`src/rtl/i2c_tgt_pkg.sv`:
```
// i2c_tgt_pkg: shared state encoding and sizing for the I2C register target
package i2c_tgt_pkg;
   typedef enum logic [3:0] {
      IDLE, ADDR, ADDR_ACK, PTR, PTR_ACK, WDATA, WDATA_ACK, RDATA, RDATA_ACK, WAIT_STOP
   } state_t;
   localparam int FILT_LEN_DEF = 3;
   localparam int REG_CNT = 8;
   localparam int IDX_W = 3;
endpackage

```
`src/rtl/i2c_line_filter.sv`:
```
// i2c_line_filter: 2-FF synchronizer plus run-length glitch filter with edge pulses
module i2c_line_filter #(
   parameter int FILT_LEN = 3
) (
   input  logic clk,
   input  logic rst,
   input  logic raw,
   output logic level,
   output logic rise,
   output logic fall
);
   localparam int CW = FILT_LEN > 1 ? $clog2(FILT_LEN) : 1;
   logic s1, s2;
   logic [CW-1:0] cnt;
   always_ff @(posedge clk or posedge rst)
      if (rst) begin
         s1 <= 1'b1;
         s2 <= 1'b1;
         level <= 1'b1;
         cnt <= '0;
         rise <= 1'b0;
         fall <= 1'b0;
      end else begin
         s1 <= raw;
         s2 <= s1;
         rise <= 1'b0;
         fall <= 1'b0;
         if (s2 == level) cnt <= '0;
         else if (cnt == CW'(FILT_LEN - 1)) begin
            level <= s2;
            rise <= s2;
            fall <= ~s2;
            cnt <= '0;
         end else cnt <= cnt + 1'b1;
      end
endmodule

```
`src/rtl/i2c_target_regs.sv`:
```
// i2c_target_regs: I2C target exposing eight 8-bit registers with auto-incrementing pointer
module i2c_target_regs
   import i2c_tgt_pkg::*;
#(
   parameter logic [6:0] TGT_ADDR = 7'h50,
   parameter int FILT_LEN = FILT_LEN_DEF
) (
   input  logic             CLK,
   input  logic             RESET,
   input  logic             SCL_I,
   input  logic             SDA_I,
   output logic             SDA_OE,
   output logic [63:0]      REGS,
   output logic             WR_STB,
   output logic [IDX_W-1:0] WR_IDX,
   output logic             BUSY
);
   logic scl, sda, scl_rise, scl_fall, sda_rise, sda_fall;
   logic start, stop, fall_d, rw, byte_done;
   logic [3:0] bit_cnt;
   logic [7:0] shreg, wbyte;
   logic [IDX_W-1:0] ptr;
   logic [REG_CNT-1:0][7:0] regs;
   state_t state;

   i2c_line_filter #(.FILT_LEN(FILT_LEN)) u_scl (
      .clk(CLK), .rst(RESET), .raw(SCL_I), .level(scl), .rise(scl_rise), .fall(scl_fall)
   );
   i2c_line_filter #(.FILT_LEN(FILT_LEN)) u_sda (
      .clk(CLK), .rst(RESET), .raw(SDA_I), .level(sda), .rise(sda_rise), .fall(sda_fall)
   );

   assign start = sda_fall & scl;
   assign stop = sda_rise & scl;
   assign wbyte = {shreg[6:0], sda};
   assign byte_done = scl_rise && bit_cnt == 4'd7;
   assign REGS = regs;

   always_ff @(posedge CLK or posedge RESET)
      if (RESET) begin
         state <= IDLE;
         bit_cnt <= '0;
         shreg <= '0;
         ptr <= '0;
         regs <= '0;
         rw <= 1'b0;
         fall_d <= 1'b0;
         SDA_OE <= 1'b0;
         WR_STB <= 1'b0;
         WR_IDX <= '0;
         BUSY <= 1'b0;
      end else begin
         fall_d <= scl_fall;
         WR_STB <= 1'b0;
         // kept outside the START/STOP priority chain so a completed byte always lands
         if (state == WDATA && byte_done) begin
            regs[ptr] <= wbyte;
            WR_STB <= 1'b1;
            WR_IDX <= ptr;
            ptr <= ptr + 1'b1;
         end
         if (start) begin
            state <= ADDR;
            bit_cnt <= '0;
            SDA_OE <= 1'b0;
            BUSY <= 1'b1;
         end else if (stop) begin
            state <= IDLE;
            SDA_OE <= 1'b0;
            BUSY <= 1'b0;
         end else if (scl_rise) begin
            bit_cnt <= byte_done ? '0 : bit_cnt + 1'b1;
            if (state inside {ADDR, PTR, WDATA}) shreg <= wbyte;
            if (byte_done)
               case (state)
                  ADDR: begin
                     rw <= sda;
                     state <= shreg[6:0] == TGT_ADDR ? ADDR_ACK : WAIT_STOP;
                  end
                  PTR: begin
                     ptr <= wbyte[IDX_W-1:0];
                     state <= PTR_ACK;
                  end
                  WDATA: state <= WDATA_ACK;
                  RDATA: state <= RDATA_ACK;
                  default: ;
               endcase
            if (state == RDATA_ACK) begin
               if (sda) state <= WAIT_STOP;
               else ptr <= ptr + 1'b1;
            end
         end else if (fall_d)
            case (state)
               // bit_cnt==0: fall ending the 8th bit; otherwise the fall ending the ACK slot
               ADDR_ACK, PTR_ACK, WDATA_ACK, RDATA_ACK:
                  if (bit_cnt == '0) SDA_OE <= state != RDATA_ACK;
                  else begin
                     bit_cnt <= '0;
                     if (state == RDATA_ACK || (state == ADDR_ACK && rw)) begin
                        state <= RDATA;
                        shreg <= regs[ptr];
                        SDA_OE <= ~regs[ptr][7];
                     end else begin
                        state <= state == ADDR_ACK ? PTR : WDATA;
                        SDA_OE <= 1'b0;
                     end
                  end
               RDATA: begin
                  shreg <= shreg << 1;
                  SDA_OE <= ~shreg[6];
               end
               default: ;
            endcase
      end
endmodule

```
`config.mk`:
```
export PLATFORM = sky130hd
export DESIGN_NAME = i2c_target_regs
export DESIGN_NICKNAME = d
export VERILOG_FILES = /design/src/rtl/i2c_tgt_pkg.sv /design/src/rtl/i2c_line_filter.sv /design/src/rtl/i2c_target_regs.sv
export SDC_FILE = /design/constraint.sdc
export NUM_CORES = 1
export LEC_CHECK = 0
export ABC_AREA = 1
export BUFFER_PORTS_ARGS = -buffer_cell sky130_fd_sc_hd__buf_4
export CELL_PAD_IN_SITES_DETAIL_PLACEMENT = 1
export CELL_PAD_IN_SITES_GLOBAL_PLACEMENT = 2
export CORE_ASPECT_RATIO = 0.6
export CORE_MARGIN = 2
export CORE_UTILIZATION = 34
export CTS_CLUSTER_SIZE = 10
export DETAILED_ROUTE_END_ITERATION = 7
export PLACE_DENSITY_LB_ADDON = 0.1
export SYNTH_ARGS = -nofsm -noshare
export SYNTH_HDL_FRONTEND = slang
export SYNTH_HIERARCHICAL = 1
export SYNTH_SLANG_ARGS = --single-unit
```
`constraint.sdc`:
```
create_clock -name CLK -period 2.85 [get_ports CLK]
set_clock_uncertainty 0.2 [all_clocks]
set_input_delay 0 -clock CLK [delete_from_list [all_inputs] [get_ports CLK]]
set_output_delay 0 -clock CLK [all_outputs]
set_load 0.01 [all_outputs]
```
Yosys cells after proc, flatten, opt, wreduce, memory -nomap -nowiden. Index checks and enable logic that the tools add are counted.

Add/sub/neg operators: 4. Order comparisons: 2. Equality and inequality tests: 22. Muxes and demuxes: 61. Bitwise operators: 10. Reductions and logical operators: 24.

Operators by type and width (count): $mux 4 (17); $bwmux 64 (1); $mux 7 (5); $mux 3 (10); $bmux 8 s3 (1); $demux 8 s3 (1); $eq 4x3->1 const B (5); $mux 1 (17); $mux 8 (2); $pmux 4 s4 (1); $reduce_bool 3->1 (5); $pmux 7 s2 (1); $reduce_bool 4->1 (3); $ne 3x2->1 const B (3); $eq 4x2->1 const B (2); $mux 2 (4); $not 1->1 (8); $eq 7x7->1 const B (1); $reduce_and 7->1 (1); $reduce_and 3->1 (2); $reduce_and 5->1 (1); $add 2x1->2 const B (2); $add 4x1->4 const B (1); $eq 2x2->1 const B (2); 19 further kinds (27).

Register bits: 104. Input port bits: 4. Output and inout port bits: 70. Logic and storage cells: 153.

Depth between registers and ports, before layout. Gate-level depths: netlist of run 1.

Word-level depth: 11. Mapped depth: 11.

Cells and area by module. Netlist of run 1, hierarchy kept.

By module, submodules not included: i2c_target_regs (instances 1, cells an instance 619, area each 4804.6 um2); i2c_line_filter (instances 2, cells an instance 23, area each 247.7 um2).

Least setup slack after synthesis of run 1. Ideal clock, no wire load.

Path type: register -> register. Start: register bit_cnt[0]. End: register regs, in the netlist REGS[33]. Setup time: 0.124 ns. Data arrival time: 1.427 ns. Slack: 1.099 ns. Cell stages (with the launch flop): 10. Cells stage by stage: dfrtp_1 > ha_1 > nand4_4 > nor2_4 > nand2_2 > clkinv_2 > nand2_4 > buf_6 > nand2_1 > o21ai_2.

Cells in the longest elaborated chain, start to end: 3.

Ends and longest elaborated chain: from (decl) (RTL line i2c_target_regs.sv:20) `logic [3:0] bit_cnt;`; from (signal assigned) (RTL line i2c_target_regs.sv:72) `bit_cnt <= byte_done ? '0 : bit_cnt + 1'b1;`; $eq 4x3->1 (RTL line i2c_target_regs.sv:36) `assign byte_done = scl_rise && bit_cnt == 4'd7;`; $logic_and 1x1->1 (RTL line i2c_target_regs.sv:36); $logic_and 1x1->1 (RTL line i2c_target_regs.sv:56) `if (state == WDATA && byte_done) begin`; to (signal, indexed assignment) (RTL line i2c_target_regs.sv:57) `regs[ptr] <= wbyte;`; to (decl) (RTL line i2c_target_regs.sv:23) `logic [REG_CNT-1:0][7:0] regs;`.

No other way between the ends. A chain may end at the register's enable or synchronous reset.

Worst setup path in the final report of run 1.
Start: register u_scl.rise. End: register ptr[2].

Cells in the longest elaborated chain, start to end: 10.

Ends and longest elaborated chain: from (decl) (RTL line i2c_line_filter.sv:9) `output logic rise,`; from (signal assigned) (RTL line i2c_line_filter.sv:21) `rise <= 1'b0;`; from (signal assigned) (RTL line i2c_line_filter.sv:26) `rise <= 1'b0;`; from (signal assigned) (RTL line i2c_line_filter.sv:31) `rise <= s2;`; $logic_and 1x1->1 (RTL line i2c_target_regs.sv:36); $logic_and 1x1->1 (RTL line i2c_target_regs.sv:56); $mux 3 (RTL line i2c_target_regs.sv:56); $mux 3 (RTL line i2c_target_regs.sv:75) `case (state)`; $mux 3 (RTL line i2c_target_regs.sv:74) `if (byte_done)`; $mux 3 (RTL line i2c_target_regs.sv:89) `if (sda) state <= WAIT_STOP;`; $mux 3 (RTL line i2c_target_regs.sv:88) `if (state == RDATA_ACK) begin`; $mux 3 (RTL line i2c_target_regs.sv:71) `end else if (scl_rise) begin`; $mux 3 (RTL line i2c_target_regs.sv:67) `end else if (stop) begin`; $mux 3 * (RTL line i2c_target_regs.sv:62) `if (start) begin`; to (signal assigned) (RTL line i2c_target_regs.sv:60) `ptr <= ptr + 1'b1;`; to (signal assigned) (RTL line i2c_target_regs.sv:81) `ptr <= wbyte[IDX_W-1:0];`; to (signal assigned) (RTL line i2c_target_regs.sv:90) `else ptr <= ptr + 1'b1;`; to (decl) (RTL line i2c_target_regs.sv:22) `logic [IDX_W-1:0] ptr;`.

Mark *: on every way between the ends. The rest lies on a longest branch, timed or not.

==> results of run 1 <==
-- what timing repair did --
item                                   in CTS  in global routing
endpoints found under the hold margin     106                  0
hold buffers                                4                  0
buffers inserted                            0                  0
-- worst max-delay path: stages (launching register included) --
cell,delay [ps]
dfrtp_1,670
clkinv_1,410
nor2_1,450
inv_1,80
a31oi_1,160
a21oi_1,90
-- routing by layer --
layer | wire, um | part of all wire (%) | vias up | global-route usage, %
met5 | 0 | 0 | - | 0
met4 | 46 | 0.27 | 0 | 3.41
met3 | 1010 | 5.9 | 2 | 3.29
met2 | 6760 | 40 | 96 | 28.9
met1 | 9240 | 54 | 2324 | 36.2
li1 | - | - | 2271 | -
-- power by group through the flow --
stage          combinational (mW)  sequential, mW  clock [mW]
6_report                    0.903            1.76        1.37
5_1_grt                      1.01            1.78        1.45
4_1_cts                     0.909            1.76        1.40
3_5_place_dp                0.901            1.79           0
3_3_place_gp                0.878            1.78           0
2_1_floorplan               0.672            1.73           0
-- kinds of logic after synthesis --
| logic type | synth area share [%] |
|---|---|
| AO/OA/AOI/OAI | 11.2 |
| XOR/XNOR | 0.331 |
| adder cells (fa/ha/maj) | 0.708 |
| buffers and inverters | 8.45 |
| flip-flops | 49.2 |
| AND/OR/NAND/NOR | 30.1 |
-- placed cells by master (no fill, tap or decap), drive strengths merged --
master / synthesis / layout
a31oi: 1 / 1
nor2: 62 / 62
a21oi: 8 / 8
inv: 72 / 74
o21ai: 86 / 86
ha: 3 / 3
or2: 6 / 6
clkbuf: 3 / 10
o211ai: 11 / 11
bufinv: 0 / 1
nand2: 228 / 228
clkinv: 3 / 6
o22ai: 2 / 2
nand4: 8 / 8
nand3: 48 / 48
dfstp: 6 / 6
xor2: 2 / 2
dlygate4sd3: 0 / 4
buf: 17 / 81
dfrtp: 98 / 98
nand3b: 1 / 1
-- cell type report --
cell class	instances	area (um^2)	area share [%]
clock buffer	10	239	3.74
clock inverter	6	86.3	1.35
inverter	75	285	4.46
multi-input combinational	466	2240	35.1
sequential	104	2610	40.8
tap	203	254	3.97
timing repair buffer	85	673	10.5
-- worst paths after layout --
kind	end	start	slack [ps]	cells past startpoint
worst max-delay path	ptr[2]$_DFF_PP0_	u_scl/rise$_DFF_PP0_	670	5
worst min-delay path	BUSY$_DFFE_PP0P_	RESET	80	4
worst max register to register	ptr[2]$_DFF_PP0_	u_scl/rise$_DFF_PP0_	670	5
worst min register to register	fall_d$_DFF_PP0_	u_scl/fall$_DFF_PP0_	160	0
max in group asynchronous	u_scl/level$_DFFE_PP1P_	RESET	1660	4
min in group CLK	u_scl/s1$_DFF_PP1_	SCL_I	100	2
-- registers in the layout, summed over array words and instances, names as in the netlist, 2 cells and up --
name / count
shreg: 7
u_scl/cnt: 2
WR_IDX: 3
state: 4
bit_cnt: 4
ptr: 3
REGS: 64
u_sda/cnt: 2
==> results.cfg, run 1 <==
[route]
via_count = 4693
drt_wl_total_um = 17100
drtPass1Iterations = 4
drtIter0Drc = 292
drt-wirelength-per-cell_um = 18.0
drc = 0
final_antenna_net_count = 0
vias_per_cell = 4.95

[clock_network]
htree_levels = 3
clk_latency_ps = 350
cts_buffers = 9
clockBufferDepth = 2
cts_resized = 0
cts_tree = yes
clockRootBuffer = clkbuf_16
clk_pin_slew_ps = 80
cts.sinks = 104

[grt]
globalRouteTotalUtil_pct = 21.6
grt_overflow_total = 0
grt_pass1_wl_um = 27200
grt_max_degree = 91
grt_pass1_vias = 4708
antenna_found_initial = 0

[floorplanning]
die_x_um = 165
dieArea_mm2 = 0.0166
start_util_pct = 34.7
rows = 35
io_pins = 74
die_y_um = 101
coreArea_mm2 = 0.0153

[timing]
setup_violations = 0
period_share_pct = 76.5
slew_viol_final = 0
slew_headroom_pct = 54.2
worst_hold_slack_ps = 77.0
clock.fmax_mhz = 459
finalCriticalPeriod_ps = 2180
setup_tns_ps = 0
rsz0062_at_grt = no
hold_viol_final = 0
fin_ws_ps = 671
tightestPinTransition_ps = 684

[logic_synthesis]
synthArstFlopShare_pct = 100
ys_ff_latch = 104
synth_warnings = 6
synth_area_leaders = dfrtp_1, nand2_1, o21ai_1
synth_area_per_cell_um2 = 7.97
seq_area_frac_synth_pct = 49.2
yosys.area.top_type_share_pct = 46.3
syn-instance-count = 665
synth_commonest_cells = nand2_1, dfrtp_1, inv_1, nor2_1, o21ai_1
synth_cell_types = 32
syn-num-nets = 672
synth_edf_count = 0
ys.flop_type = dfrtp_1
syn_area_mm2 = 0.00530
synth_area_leader_cell = dfrtp_1
yosysMostFrequentCell = nand2_1

[power_and_ir_drop]
combPwrFrac_pct = 22.4
ir_drop_uv = 268
power_switching_mw = 1.45
seqPwrFrac_pct = 43.6
swShare_pct = 36.0
leakagePower_nw = 3.27
p_per_area_mw_per_mm2 = 630
p_total_mw = 4.03
clockPowerShare_pct = 33.9
p_int_mw = 2.58

[cells_and_area]
fin_nets = 748
final_cell_area_mm2 = 0.00639
stdcell_count = 949
drive_above_1_share_pct = 19.8
utilization_pct = 41.8
syn_to_final_growth_pct = 20.6
nFillCells = 1877
antennaDiodeCount = 0

[worst_setup_path]
crit_path_max_fanout = 13
required_ps = 2880
start_kind = register
crit_path_end_kind = register
worst_ep_arrival_time_ps = 2210
path_class = reg2reg

[place]
post-place-ws_ps = 699
detailed_place.area_mm2 = 0.00602
port_buffers = 73
dpl.hpwl_um = 12500
gp_congestion = 0.876
place_inst = 929

[job]
max-cap-violations = 0

[run_status]
status = finished, final reports clean

[min_path]
hold_path_class = in2async
Note: power is estimated with default switching activity, not from simulation.
==> run 2: changes to the inputs <==
==> constraint.sdc (replaced) <==
create_clock -name CLK -period 2.03 [get_ports CLK]
set_clock_uncertainty 0.2 [all_clocks]
set_input_delay 0 -clock CLK [delete_from_list [all_inputs] [get_ports CLK]]
set_output_delay 0 -clock CLK [all_outputs]
set_load 0.01 [all_outputs]
==> results.cfg, run 2 (synthesis gave the netlist of run 1 again) <==
[run_status]
status = finished, final reports clean

[timing]
rsz0062_at_grt = no
fin_ws_ps = 133
tightestPinTransition_ps = 615
setup_tns_ps = 0
setup_violations = 0
slew_headroom_pct = 58.9
finalCriticalPeriod_ps = 1900
clock.fmax_mhz = 527
slew_viol_final = 0
hold_viol_final = 0
period_share_pct = 93.4

[min_path]
hold_path_class = in2async

[worst_setup_path]
worst_ep_arrival_time_ps = 1910
crit_path_max_fanout = 16
required_ps = 2050
r2r-end = REGS[12]$_DFFE_PP0P_
start_kind = register
crit_path_end_kind = register
r2r_setup_slack_ps = 130
worstReg2RegStart = bit_cnt[1]$_DFFE_PP0P_
reg2reg_depth = 9
path_class = reg2reg

[floorplanning]
io_pins = 74
dieArea_mm2 = 0.0166
die_x_um = 165
die_y_um = 101
coreArea_mm2 = 0.0153
start_util_pct = 34.7
rows = 35

[route]
drtPass1Iterations = 4
drt-wirelength-per-cell_um = 17.8
vias_per_cell = 4.88
drtIter0Drc = 316
drt_wl_total_um = 17400
final_antenna_net_count = 0
via_count = 4765
drc = 0

[clock_network]
clk_latency_ps = 350
cts.sinks = 104
cts_buffers = 9
cts_tree = yes
htree_levels = 3
clockRootBuffer = clkbuf_16
clk_pin_slew_ps = 80
clockBufferDepth = 2

[grt]
grt_overflow_total = 0
grt_max_degree = 30
grt_pass1_vias = 4859
globalRouteTotalUtil_pct = 21.9
antenna_found_initial = 0
grt_pass1_wl_um = 27300

[power_and_ir_drop]
power_switching_mw = 2.11
seqPwrFrac_pct = 41.4
combPwrFrac_pct = 27.1
clockPowerShare_pct = 31.4
p_int_mw = 3.76
leakagePower_nw = 3.36
ir_drop_uv = 401
p_per_area_mw_per_mm2 = 877
swShare_pct = 36.0
p_total_mw = 5.88

[cells_and_area]
layout_common_cells = nand2_1, buf_4, dfrtp_1, inv_1
largest_reg_flops = 64
layout_commonest_cell = nand2_1
fin_nets = 775
nFillCells = 1870
drive_above_1_share_pct = 24.2
syn_to_final_growth_pct = 26.5
antennaDiodeCount = 0

[job]
max-cap-violations = 0

[place]
gp_congestion = 0.846
dpl.hpwl_um = 13200
port_buffers = 73
post-place-ws_ps = 8.99
run 2: power by group through the flow:
stage          logic, mW  clock network, mW  registers (mW)
2_1_floorplan      0.944                  0            2.43
3_3_place_gp        1.48                  0            2.44
3_5_place_dp        1.53                  0            2.46
4_1_cts             1.54               1.90            2.42
5_1_grt             1.77               1.99            2.46
6_report            1.59               1.85            2.43
run 2: how the worst max path moves through the flow:
| stage | from | endpoint | slack (ps) |
|---|---|---|---|
| 6_report | bit_cnt[1]$_DFFE_PP0P_ | REGS[12]$_DFFE_PP0P_ | 130 |
| 3_5_place_dp | bit_cnt[0]$_DFFE_PP0P_ | REGS[12]$_DFFE_PP0P_ | 9 |
| 2_1_floorplan | bit_cnt[0]$_DFFE_PP0P_ | REGS[33]$_DFFE_PP0P_ | 280 |
| 4_1_cts | bit_cnt[0]$_DFFE_PP0P_ | REGS[12]$_DFFE_PP0P_ | 20 |
| 3_3_place_gp | bit_cnt[0]$_DFFE_PP0P_ | REGS[12]$_DFFE_PP0P_ | 70 |
| 5_1_grt | bit_cnt[1]$_DFFE_PP0P_ | REGS[45]$_DFFE_PP0P_ | 6 |
run 2: critical path, cell delays in order, from the launching register on:
cell	delay, ps
dfrtp_1	430
ha_4	180
nand4_4	170
inv_4	130
nand2_4	110
nor2_8	140
buf_12	150
nand2_8	100
nand2_1	70
o21ai_0	70
run 2: metal layers:
layer  vias up  track usage, %  part of all wire (%)
met4         0            3.55                  0.65
met3         9            3.74                   4.8
met1      2344            35.7                    54
li1       2335               -                     -
met2        77            29.9                    40
met5         -               0                     0
run 2: per-stage QoR:
stage | instance area, um^2 | hold slack [ps] | std cells | utilization, %
after global placement | 6230 | -234 | 953 | 40.8
after detailed placement | 6230 | -226 | 953 | 40.8
after global routing | 6700 | 89.9 | 976 | 43.9
after floorplan | 5300 | -399 | 665 | -
after CTS | 6590 | 80.8 | 973 | 43.1
final | 6700 | 80.8 | 976 | 43.9
run 2: final cells by class:
cell class | instances | area, um^2 | share of cell area (%)
Inverter | 75 | 290 | 4.33
Clock buffer | 9 | 225 | 3.36
Sequential cell | 104 | 2610 | 39.0
Clock inverter | 7 | 88.8 | 1.33
Tap cell | 203 | 254 | 3.79
Timing Repair Buffer | 112 | 913 | 13.6
Multi-Input combinational cell | 466 | 2320 | 34.6
run 2: timing repair:
item                                    CTS  global route
gates cloned                              0             0
gates resized for setup                   1            18
endpoints found under the setup margin    1            77
hold buffers                              4             0
endpoints found under the hold margin    74             0
pin swaps                                 0             1
buffers inserted                          0             3
==> run 3: changes to the inputs <==
--- a/config.mk
+++ b/config.mk
@@ -11,7 +11,7 @@
 export CELL_PAD_IN_SITES_GLOBAL_PLACEMENT = 2
 export CORE_ASPECT_RATIO = 0.6
 export CORE_MARGIN = 2
-export CORE_UTILIZATION = 34
+export CORE_UTILIZATION = 36
 export CTS_CLUSTER_SIZE = 10
 export DETAILED_ROUTE_END_ITERATION = 7
 export PLACE_DENSITY_LB_ADDON = 0.1
==> constraint.sdc (replaced) <==
create_clock -name CLK -period 2.4 [get_ports CLK]
set_clock_uncertainty 0.2 [all_clocks]
set_input_delay 0 -clock CLK [delete_from_list [all_inputs] [get_ports CLK]]
set_output_delay 0 -clock CLK [all_outputs]
set_load 0.01 [all_outputs]
==> results.cfg, run 3 (synthesis gave the netlist of run 1 again) <==
[run_status]
status = finished, final reports clean

[cells_and_area]
layout_commonest_cell = nand2_1
antennaDiodeCount = 0
drive_above_1_share_pct = 20.3
layout_common_cells = nand2_1, dfrtp_1, buf_4, inv_1, nor2_1
syn_to_final_growth_pct = 20.8
fin_nets = 752
largest_reg_flops = 64
final_cell_area_mm2 = 0.00640

[place]
port_buffers = 73
gp_congestion = 0.856
dpl.hpwl_um = 12600
detailed_place.area_mm2 = 0.00605
post-place-ws_ps = 272

[route]
met3WireLength_um = 839
drc = 0
drtIter0Drc = 305
final_antenna_net_count = 0
met2WireLength_um = 7340
highest_layer = met4
drt_wl_total_um = 17100
drtPass1Iterations = 4
vias_per_cell = 5.04
drt-wirelength-per-cell_um = 18.1
via_count = 4775
wl_met1_um = 8830

[worst_setup_path]
cp_top_family = simple AND/OR/NAND/NOR gates
cp_num_cells = 7
crit_path_max_fanout = 16
crit_start = u_scl/rise$_DFF_PP0_
worst_ep_arrival_time_ps = 2160
crit_path_end = REGS[36]$_DFFE_PP0P_
crit_chain = nand4_4, nor2_4, nand2_2, clkinv_2, nand2_4, nand2_1, o21ai_2
start_kind = register
reg2reg_depth = 7
crit_buf_inv = 1
required_ps = 2430
r2r-end = REGS[36]$_DFFE_PP0P_
slowest_stage = dfrtp_1
path_class = reg2reg
worstReg2RegStart = u_scl/rise$_DFF_PP0_
cpPeakStageDelay_ps = 650
crit_path_end_kind = register
r2r_setup_slack_ps = 270

[power_and_ir_drop]
ir_drop_uv = 292
power_switching_mw = 1.73
combPwrFrac_pct = 23.6
leakagePower_nw = 3.28
p_per_area_mw_per_mm2 = 745
swShare_pct = 36.2
seqPwrFrac_pct = 43.3
clockPowerShare_pct = 33.1
p_int_mw = 3.04

[floorplanning]
io_pins = 74
coreArea_mm2 = 0.0144
dieArea_mm2 = 0.0157
die_y_um = 98.0
start_util_pct = 36.8
rows = 34
die_x_um = 161

[clock_network]
htree_levels = 3
clockBufferDepth = 2
cts_tree = yes
post_cts_buffers = 0
cts_resized = 0
cts.sinks = 104
cts_buffers = 9
clockRootBuffer = clkbuf_16
clk_latency_ps = 350
clk_pin_slew_ps = 80

[timing]
period_share_pct = 88.6
finalCriticalPeriod_ps = 2130
slew_viol_final = 0
fin_ws_ps = 274
clock.fmax_mhz = 470
hold_viol_final = 0
setup_tns_ps = 0
rsz0062_at_grt = no
slew_headroom_pct = 50.3
tightestPinTransition_ps = 743
setup_violations = 0

[grt]
grt_pass1_vias = 4800
grt_max_degree = 47
antenna_found_initial = 0
grt_overflow_total = 0
grt_pass1_wl_um = 27200
globalRouteTotalUtil_pct = 22.4

[min_path]
hold_path_class = in2async

[job]
max-cap-violations = 0
==> run 3: power groups by stage <==
stage / Clock [mW] / Combinational [mW] / Sequential (mW)
after floorplan: 0 / 0.798 / 2.06
after global placement: 0 / 1.08 / 2.09
after detailed placement: 0 / 1.12 / 2.10
after CTS: 1.62 / 1.13 / 2.07
after global routing: 1.68 / 1.27 / 2.09
final: 1.58 / 1.12 / 2.07
==> run 3: layer usage <==
layer  GRT usage, %  vias to the layer above
li1               -                     2287
met1           34.6                     2378
met2           33.2                      100
met3           3.70                       10
met4           4.16                        0
met5              0                        -
==> run 3: area by class of cell <==
class | instances | area [um^2]
Clock inverter | 7 | 88.8
Tap cell | 198 | 248
Fill cell | 1750 | 8020
Sequential cell | 104 | 2610
Inverter | 75 | 288
Timing Repair Buffer | 89 | 703
Clock buffer | 9 | 225
Multi-Input combinational cell | 466 | 2240
==> run 3: worst min path at each step <==
stage | from | endpoint
global route | SCL_I | u_scl/s1$_DFF_PP1_
detailed placement | RESET | u_scl/cnt[0]$_DFF_PP0_
CTS | RESET | REGS[42]$_DFFE_PP0P_
finish | RESET | REGS[42]$_DFFE_PP0P_
floorplan | RESET | u_scl/cnt[0]$_DFF_PP0_
global placement | RESET | u_sda/cnt[0]$_DFF_PP0_
==> run 3: worst reg2reg max path: stages (launching register included) <==
cell and delay (ps):
dfrtp_1 650, nand4_4 250, nor2_4 260, nand2_2 80
clkinv_2 190, nand2_4 180, nand2_1 130, o21ai_2 60
==> run 3: what timing repair did <==
action,4_1_cts,5_1_grt
endpoints found under the hold margin,87,0
endpoints found under the setup margin,0,0
hold buffers,4,0
==> run 3: through the flow <==
step	power [mW]	hold WS, ps	std cells	utilization [%]
global route	5.04	89.5	948	44.4
CTS	4.81	76.0	948	44.4
detailed placement	3.22	-220	928	42.0
floorplan	2.86	-399	665	-
finish	4.77	72.6	948	44.4
global placement	3.17	-235	928	42.0
